==> src/rtl/score_scan_mux.sv <==
// Scoreboard front end: saturates two binary scores, converts them to BCD by repeated subtraction,
// and scans the four digits out as {en, num}. Define LEADING_ZERO_BLANK_EN to show a dash for zero tens.
module score_scan_mux #(
    parameter int REFRESH_DIV = 100000,
    parameter int MAX_SCORE   = 99
) (
    input  logic       clk,
    input  logic       rst_n,
    input  logic [6:0] score_l,
    input  logic [6:0] score_r,
    input  logic       score_upd,
    output logic       busy,
    output logic [1:0] en,
    output logic [3:0] num
);

    typedef enum logic [1:0] {IDLE, CONV_L, CONV_R, COMMIT} state_t;

    localparam int              CNT_W   = (REFRESH_DIV > 1) ? $clog2(REFRESH_DIV) : 1;
    localparam logic [CNT_W-1:0] CNT_MAX = CNT_W'(REFRESH_DIV - 1);
    localparam logic [6:0]      MAX_S   = 7'(MAX_SCORE);

    state_t           state_q, state_d;
    logic [6:0]       rem_l_q, rem_l_d, rem_r_q, rem_r_d;
    logic [3:0]       tens_l_q, tens_l_d, tens_r_q, tens_r_d;
    logic [6:0]       hold_l_q, hold_l_d, hold_r_q, hold_r_d;
    logic             pending_q, pending_d;
    logic [3:0][3:0]  disp_q, disp_d;
    logic [CNT_W-1:0] cnt_q, cnt_d;
    logic [1:0]       en_q, en_d;
    logic [3:0]       num_q, num_d;

    function automatic logic [6:0] sat(input logic [6:0] s);
        return (s > MAX_S) ? MAX_S : s;
    endfunction

    always_comb begin
        state_d   = state_q;
        rem_l_d   = rem_l_q;
        rem_r_d   = rem_r_q;
        tens_l_d  = tens_l_q;
        tens_r_d  = tens_r_q;
        hold_l_d  = hold_l_q;
        hold_r_d  = hold_r_q;
        pending_d = pending_q;
        disp_d    = disp_q;

        // A strobe mid-conversion is parked; the newest one wins.
        if (score_upd && (state_q == CONV_L || state_q == CONV_R)) begin
            hold_l_d  = score_l;
            hold_r_d  = score_r;
            pending_d = 1'b1;
        end

        case (state_q)
            IDLE: begin
                if (score_upd) begin
                    rem_l_d  = sat(score_l);
                    rem_r_d  = sat(score_r);
                    tens_l_d = 4'd0;
                    tens_r_d = 4'd0;
                    state_d  = CONV_L;
                end
            end
            CONV_L: begin
                if (rem_l_q >= 7'd10) begin
                    rem_l_d  = rem_l_q - 7'd10;
                    tens_l_d = tens_l_q + 4'd1;
                end else begin
                    state_d = CONV_R;
                end
            end
            CONV_R: begin
                if (rem_r_q >= 7'd10) begin
                    rem_r_d  = rem_r_q - 7'd10;
                    tens_r_d = tens_r_q + 4'd1;
                end else begin
                    state_d = COMMIT;
                end
            end
            COMMIT: begin
                disp_d = {tens_l_q, rem_l_q[3:0], tens_r_q, rem_r_q[3:0]};
                // A strobe landing on this very cycle is newer than anything held.
                if (score_upd) begin
                    rem_l_d   = sat(score_l);
                    rem_r_d   = sat(score_r);
                    tens_l_d  = 4'd0;
                    tens_r_d  = 4'd0;
                    pending_d = 1'b0;
                    state_d   = CONV_L;
                end else if (pending_q) begin
                    rem_l_d   = sat(hold_l_q);
                    rem_r_d   = sat(hold_r_q);
                    tens_l_d  = 4'd0;
                    tens_r_d  = 4'd0;
                    pending_d = 1'b0;
                    state_d   = CONV_L;
                end else begin
                    state_d = IDLE;
                end
            end
            default: state_d = IDLE;
        endcase
    end

    always_comb begin
        cnt_d = cnt_q + CNT_W'(1);
        en_d  = en_q;
        num_d = num_q;
        if (cnt_q == CNT_MAX) begin
            cnt_d = '0;
            en_d  = en_q + 2'd1;
            num_d = disp_q[en_d];
`ifdef LEADING_ZERO_BLANK_EN
            if (en_d[0] && disp_q[en_d] == 4'd0) begin
                num_d = 4'hF;
            end
`endif
        end
    end

    always_ff @(posedge clk or negedge rst_n) begin
        if (!rst_n) begin
            state_q   <= IDLE;
            rem_l_q   <= '0;
            rem_r_q   <= '0;
            tens_l_q  <= '0;
            tens_r_q  <= '0;
            hold_l_q  <= '0;
            hold_r_q  <= '0;
            pending_q <= 1'b0;
            disp_q    <= '0;
            cnt_q     <= '0;
            en_q      <= '0;
            num_q     <= '0;
        end else begin
            state_q   <= state_d;
            rem_l_q   <= rem_l_d;
            rem_r_q   <= rem_r_d;
            tens_l_q  <= tens_l_d;
            tens_r_q  <= tens_r_d;
            hold_l_q  <= hold_l_d;
            hold_r_q  <= hold_r_d;
            pending_q <= pending_d;
            disp_q    <= disp_d;
            cnt_q     <= cnt_d;
            en_q      <= en_d;
            num_q     <= num_d;
        end
    end

    assign busy = (state_q != IDLE);
    assign en   = en_q;
    assign num  = num_q;

endmodule

==> config.mk <==
export PLATFORM = sky130hd
export DESIGN_NAME = score_scan_mux
export DESIGN_NICKNAME = d
export VERILOG_FILES = /design/src/rtl/score_scan_mux.sv
export SDC_FILE = /design/constraint.sdc
export NUM_CORES = 1
export LEC_CHECK = 0
export CAP_MARGIN = 10
export CORE_UTILIZATION = 50
export CTS_CLUSTER_SIZE = 16
export DETAILED_ROUTE_END_ITERATION = 10
export DONT_BUFFER_PORTS = 1
export PLACE_DENSITY = 0.66
export SLEW_MARGIN = 20
export SYNTH_ARGS = -nofsm -noshare
export SYNTH_HDL_FRONTEND = slang
export SYNTH_SLANG_ARGS = --single-unit
==> constraint.sdc <==
create_clock -name clk -period 2 [get_ports clk]
set_input_delay 0.6 -clock clk [delete_from_list [all_inputs] [get_ports clk]]
set_output_delay 0.6 -clock clk [all_outputs]
set_load 0.02 [all_outputs]
Yosys cells after proc, flatten, opt, wreduce, memory -nomap -nowiden

Index checks and enable logic that the tools add are counted.
W data, S select, Z words.

$add $sub $neg: 6
$lt $le $gt $ge: 7
Equal/unequal tests: 10
Muxes and demuxes: 34
Reductions and logical operators: 9

Operator list:

| cell                    | number |
|---|---|
| $mux W7                 | 12 |
| $pmux W7 S3             | 2 |
| $gt A7 B7 Y1 const B    | 4 |
| $mux W4                 | 6 |
| $pmux W4 S3             | 2 |
| $add A17 B1 Y17 const B | 1 |
| $eq A17 B17 Y1 const B  | 1 |
| $mux W17                | 1 |
| $ge A7 B4 Y1 const B    | 2 |
| $sub A7 B4 Y7 const B   | 2 |
| $add A4 B1 Y4 const B   | 2 |
| $bmux W4 S2             | 1 |
| $pmux W2 S4             | 1 |
| $reduce_and A4 Y1       | 2 |
| $mux W1                 | 6 |
| $mux W2                 | 3 |
| $ne A2 B2 Y1 const B    | 3 |
| $reduce_bool A3 Y1      | 2 |
| $eq A2 B2 Y1 const B    | 2 |
| $ne A2 B1 Y1 const B    | 2 |
| $lt A2 B3 Y1 const B    | 1 |
| $ne A3 B3 Y1 const B    | 1 |
| $reduce_and A3 Y1       | 1 |
| $add A2 B1 Y2 const B   | 1 |
| other kinds (5)         | 5 |

Register bits: 78
Output and inout port bits: 7
Logic and storage cells: 81

Logic depth before layout (Yosys ltp)

Depth in word-level cells: 7
Depth in mapped cells: 9

Worst setup path before layout

OpenSTA, ideal clock, no wires.

Path type: register to register
Start: register rem_r_q[1]
End: register rem_r_q[1]
Library setup time: 0.125 ns
Arrival time: 1.878 ns
Setup slack: -0.003 ns
Cell stages (with the launch flop): 8
Buffers on the path: 1
Clock period less this slack: 2.003 ns
Cells stage by stage: dfrtp_1 -> inv_1 -> ha_1 -> nor2b_1 -> or4b_4 -> o211ai_2 -> buf_6 -> mux2_2

Longest elaborated chain between the ends: 3
Elaborated cells between the ends (all ways): 6
Classes of those cells: add/sub (1); order compare (1); eq/ne (1); mux (2); reduce/logical (1)

RTL lines:

| item                                                    | RTL line | source |
|---|---|---|
| from (decl)                                             | 24       | `logic [6:0] rem_l_q, rem_l_d, rem_r_q, rem_r_d;` |
| from (signal assigned)                                  | 139      | `rem_r_q <= rem_r_d;` |
| $sub A7 B4 Y7 / $ge A7 B4 Y1 (equally long branches)    | 75, 74   |  |
| $mux W7 / $ne A2 B1 Y1 (equally long branches)          | n/a      |  |
| $pmux W7 S3 / $reduce_and A4 Y1 (equally long branches) | n/a      |  |

Several ways; a longest one is shown, not always the timed one. The select of a mux whose other input is x is not followed.
A chain may end at the register's enable or synchronous reset.

Worst setup path after layout

Start: register rem_r_q[2]
End: register rem_r_q[1]

Longest elaborated chain between the ends: 3

RTL lines:

| item                        | RTL line | source |
|---|---|---|
| $ge A7 B4 Y1                | 74       | `if (rem_r_q >= 7'd10) begin` |
| $ne A2 B1 Y1 (no line)      | n/a      |  |
| $reduce_and A4 Y1 (no line) | n/a      |  |

Every way passes these cells.

==> summary.txt <==
Detailed routing
  – Iter 0 DRT Violations: 149
  – Number of search-and-repair iterations in the first detailed-routing pass: 6
  – Wire length per cell: 16.28 um
  – Count of vias placed by the detailed router: 2,953
  – Number of nets with antenna violations after detailed routing: 0
  – Detailed-route vias per instance: 5.690
  – Post-detailed-route DRC marker count: 0
  – Final wirelength: 8.447 mm

STA
  – Fin. max-slew vios: 0
  – Peak Freq: 0.4771 GHz
  – Final worst path period need: 2096 ps
  – Relative max-transition margin: 67.60%
  – Transition at the pin with the smallest max-transition slack: 481.0 ps
  – Crit path setup slack, layout: -96.11 ps
  – Worst-case clock skew: 12.11 ps
  – Final setup vio count: 5
  – Number of hold-slack violations in the final timing report: 78
  – Tightest hold margin: -72.77 ps
  – Final Cycle Share: 104.8%
  – Unrepaired setup endpoints after global routing: yes

GRT
  – Number of global-route vias before repair: 2,895
  – Total global routing overflow: 0
  – Global-route wire length before repair: 13.99 mm
  – Total Routing Usage GR: 21.44%
  – Largest net degree at the start of global routing: 79
  – Number of antenna violations at the first check in global routing: 0

Floorplanning
  – Effective utilization at floorplan: 51.83%
  – Horiz. Die Dim: 91.50 um
  – Die Area: 8372 sq um
  – Core region area: 7727 sq um
  – IO Count: 24
  – Number of placement rows: 32
  – Vert. Die Dim: 91.50 um

Synthesis
  – Synth area leaders: sky130_fd_sc_hd__dfrtp_1 49%, sky130_fd_sc_hd__mux2_2 11%, sky130_fd_sc_hd__ha_1 3.4%, sky130_fd_sc_hd__nand3_1 2.4%, sky130_fd_sc_hd__o21ai_0 2.2%
  – Gate count after technology mapping: 362
  – Mux share of post-synthesis cell area: 13.43%
  – Main flop type after synthesis: sky130_fd_sc_hd__dfrtp_1
  – Unique cell type count in the Yosys netlist: 59
  – Post-synthesis cell area: 4005 sq um
  – FFs w/ async S/R, synth: 100.0%
  – Simple-Gate Fraction of Synth Area: 14.81%
  – Main combinational cell family by area after synthesis: simple AND/OR/NAND/NOR gates
  – YS warnings: 0
  – Synthesized net count: 390
  – Fraction of the mapped netlist area in compound gates: 12.93%
  – Cell taking the most area after synthesis: sky130_fd_sc_hd__dfrtp_1
  – Post-synth EDFFs: 0
  – Sequential-to-total area share from yosys stat: 48.73%
  – Avg Cell Area, Syn: 11.06 sq um
  – Yosys top cell area share: 48.73%
  – Xor/xnor share of the synthesized area: 3.718%
  – Adder and majority gate portion of the synthesized area: 3.436%
  – Total of flip-flops plus latches after synthesis: 78

Outcome
  – Run status: finished with violations
  – Violated checks: hold timing, setup timing

Finish
  – Number of inserted filler cells in the final layout: 610
  – Antenna diodes: 0
  – Share of cells above drive strength 1: 31.65%
  – Post-route cell area: 4768 sq um
  – Area delta synth->final: 19.06%
  – Total number of nets in the final design: 440

Placement
  – Total half-perimeter wirelength after legalization and detailed placement: 5.952 mm
  – Number of buffers added on ports: 0
  – Placed cell area: 4382 sq um
  – Placer Congestion: 0.7844
  – Setup WS pre-CTS: -101.4 ps

Setup path
  – Crit. End Element: flip-flop
  – Max FO, Critical Path: 5
  – Reg-to-Reg Start: rem_r_q[2]
  – Critical Path Start Type: flip-flop
  – CP required: 2250 ps
  – WP data arrival: 2350 ps
  – Minimum setup slack among reg-to-reg paths: -100 ps
  – Worst r2r path cells: 7
  – Classification of the worst setup path: reg2reg
  – Capture instance of the worst register-to-register path: rem_r_q[1]

Run
  – MaxCap Viol Count: 0

Clock network
  – Bufs on Longest Clock Path: 2
  – Cts bufs inserted: 9
  – Clock sink count: 78
  – Clock latency reported for the late side of the worst-skew pair: 360 ps
  – CTS tree: built
  – Clk Tree Root Cell: sky130_fd_sc_hd__clkbuf_8
  – Clock transition at the registers of the reported paths: 90 ps
  – H-Tree Level Count: 3

Pwr
  – Pwr/cell area: 1544 nW/um^2
  – Worst ir drop on vdd: 0.9930 mV
  – Leakage power figure: 2.151 nW

Min path
  – Hold crit path type: in2async
## where the power goes
part           internal [mW]  total, mW  switching [mW]
logic                   1.91       3.53            1.62
registers               2.08       2.48           0.407
clock network          0.743       1.35           0.608
## kinds of logic after synthesis
| logic type | Yosys count |
|---|---|
| xor+xnor | 17 |
| mux | 44 |
| flops | 78 |
| compound gates | 74 |
| buf+inv | 28 |
| fa+ha+maj | 11 |
| simple gates | 110 |
## cells in the final DEF, fill, tap and decap left out, types with 8 or more instances in the layout
master / count
sky130_fd_sc_hd__nand2_1: 23
sky130_fd_sc_hd__buf_4: 50
sky130_fd_sc_hd__clkbuf_8: 10
sky130_fd_sc_hd__dfrtp_1: 77
sky130_fd_sc_hd__mux2_2: 38
sky130_fd_sc_hd__inv_1: 11
sky130_fd_sc_hd__o21ai_0: 18
sky130_fd_sc_hd__nor2_1: 21
sky130_fd_sc_hd__xnor2_1: 9
sky130_fd_sc_hd__xor2_1: 8
sky130_fd_sc_hd__nand3_1: 19
sky130_fd_sc_hd__a21oi_1: 12
## cell usage after synthesis, drive strengths merged, types with 4 or more instances
library cell,count
a22oi,4
inv,13
nand4,5
mux4,4
clkbuf,9
nand3,19
nor2b,7
nor4,4
a31oi,5
mux2,38
a21oi,12
ha,11
nand2b,4
dfrtp,78
nor2,21
nand2,23
buf,6
o21ai,20
xor2,8
a211o,6
xnor2,9
nor3,6
and3,5
## worst max path at each step
stage                           from         end  slack, ps  depth (start not counted)
final                     rem_r_q[2]  rem_r_q[1]       -100                          7
after global routing      rem_r_q[1]  rem_r_q[3]       -170                          8
after CTS                 rem_r_q[2]  rem_r_q[3]        -30                          8
after detailed placement  rem_r_q[2]  rem_r_q[3]       -100                          8
after global placement    rem_r_q[2]  rem_r_q[3]        -20                          8
after floorplan           rem_r_q[1]  rem_r_q[1]          4                          7
## area by class of cell
type	instances	area (sq um)	area share (%)
Multi-Input combinational cell	257	2006	42.06
Clock inverter	6	92.59	1.942
Sequential cell	78	1953	40.96
Timing Repair Buffer	53	402.9	8.449
Tap cell	102	127.6	2.676
Clock buffer	10	137.6	2.886
Inverter	13	48.80	1.023
## timing repair
item	CTS	global route
setup endpoints to repair	9	21
cloned	0	2
endpoints found under the hold margin	78	78
buffers inserted	3	7
pin swaps	2	5
resized for setup	4	14
## metal layers
layer  global-route usage (%)  part of all wire, %
met1                    28.95                   47
met2                    34.96                   49
met3                    3.518                  2.7
met4                    7.540                  1.5
met5                        0                    0
## critical path, cell delays in order (launching register included)
cell and delay, ps:
sky130_fd_sc_hd__dfrtp_1 410, sky130_fd_sc_hd__inv_1 70, sky130_fd_sc_hd__ha_2 200, sky130_fd_sc_hd__nor2b_2 50, sky130_fd_sc_hd__or4b_4 540, sky130_fd_sc_hd__o211ai_4 250
sky130_fd_sc_hd__buf_4 150, sky130_fd_sc_hd__mux2_2 320
## state kept, by name, summed over array words and instances, names as in the netlist, 4 cells and up
| signal | cells |
|---|---|
| cnt_q | 17 |
| disp_q | 16 |
| hold_l_q | 7 |
| hold_r_q | 7 |
| rem_l_q | 7 |
| rem_r_q | 7 |
| num | 4 |
| tens_l_q | 4 |
| tens_r_q | 4 |
## metrics by stage
stage                     total power [mW]  util [%]  hold slack (ps)  setup TNS [ps]  cells
after floorplan                      4.497         -            304.4               0    362
after global placement               5.567     56.70            307.3          -23.76    491
after detailed placement             5.652     56.70            308.3          -417.3    491
after CTS                            7.122     60.22           -78.59          -33.64    510
after global routing                 7.832     61.71           -87.07          -789.4    519
final                                7.362     61.71           -72.77          -254.4    519
No activity file was read; power rests on OpenSTA's default activity.
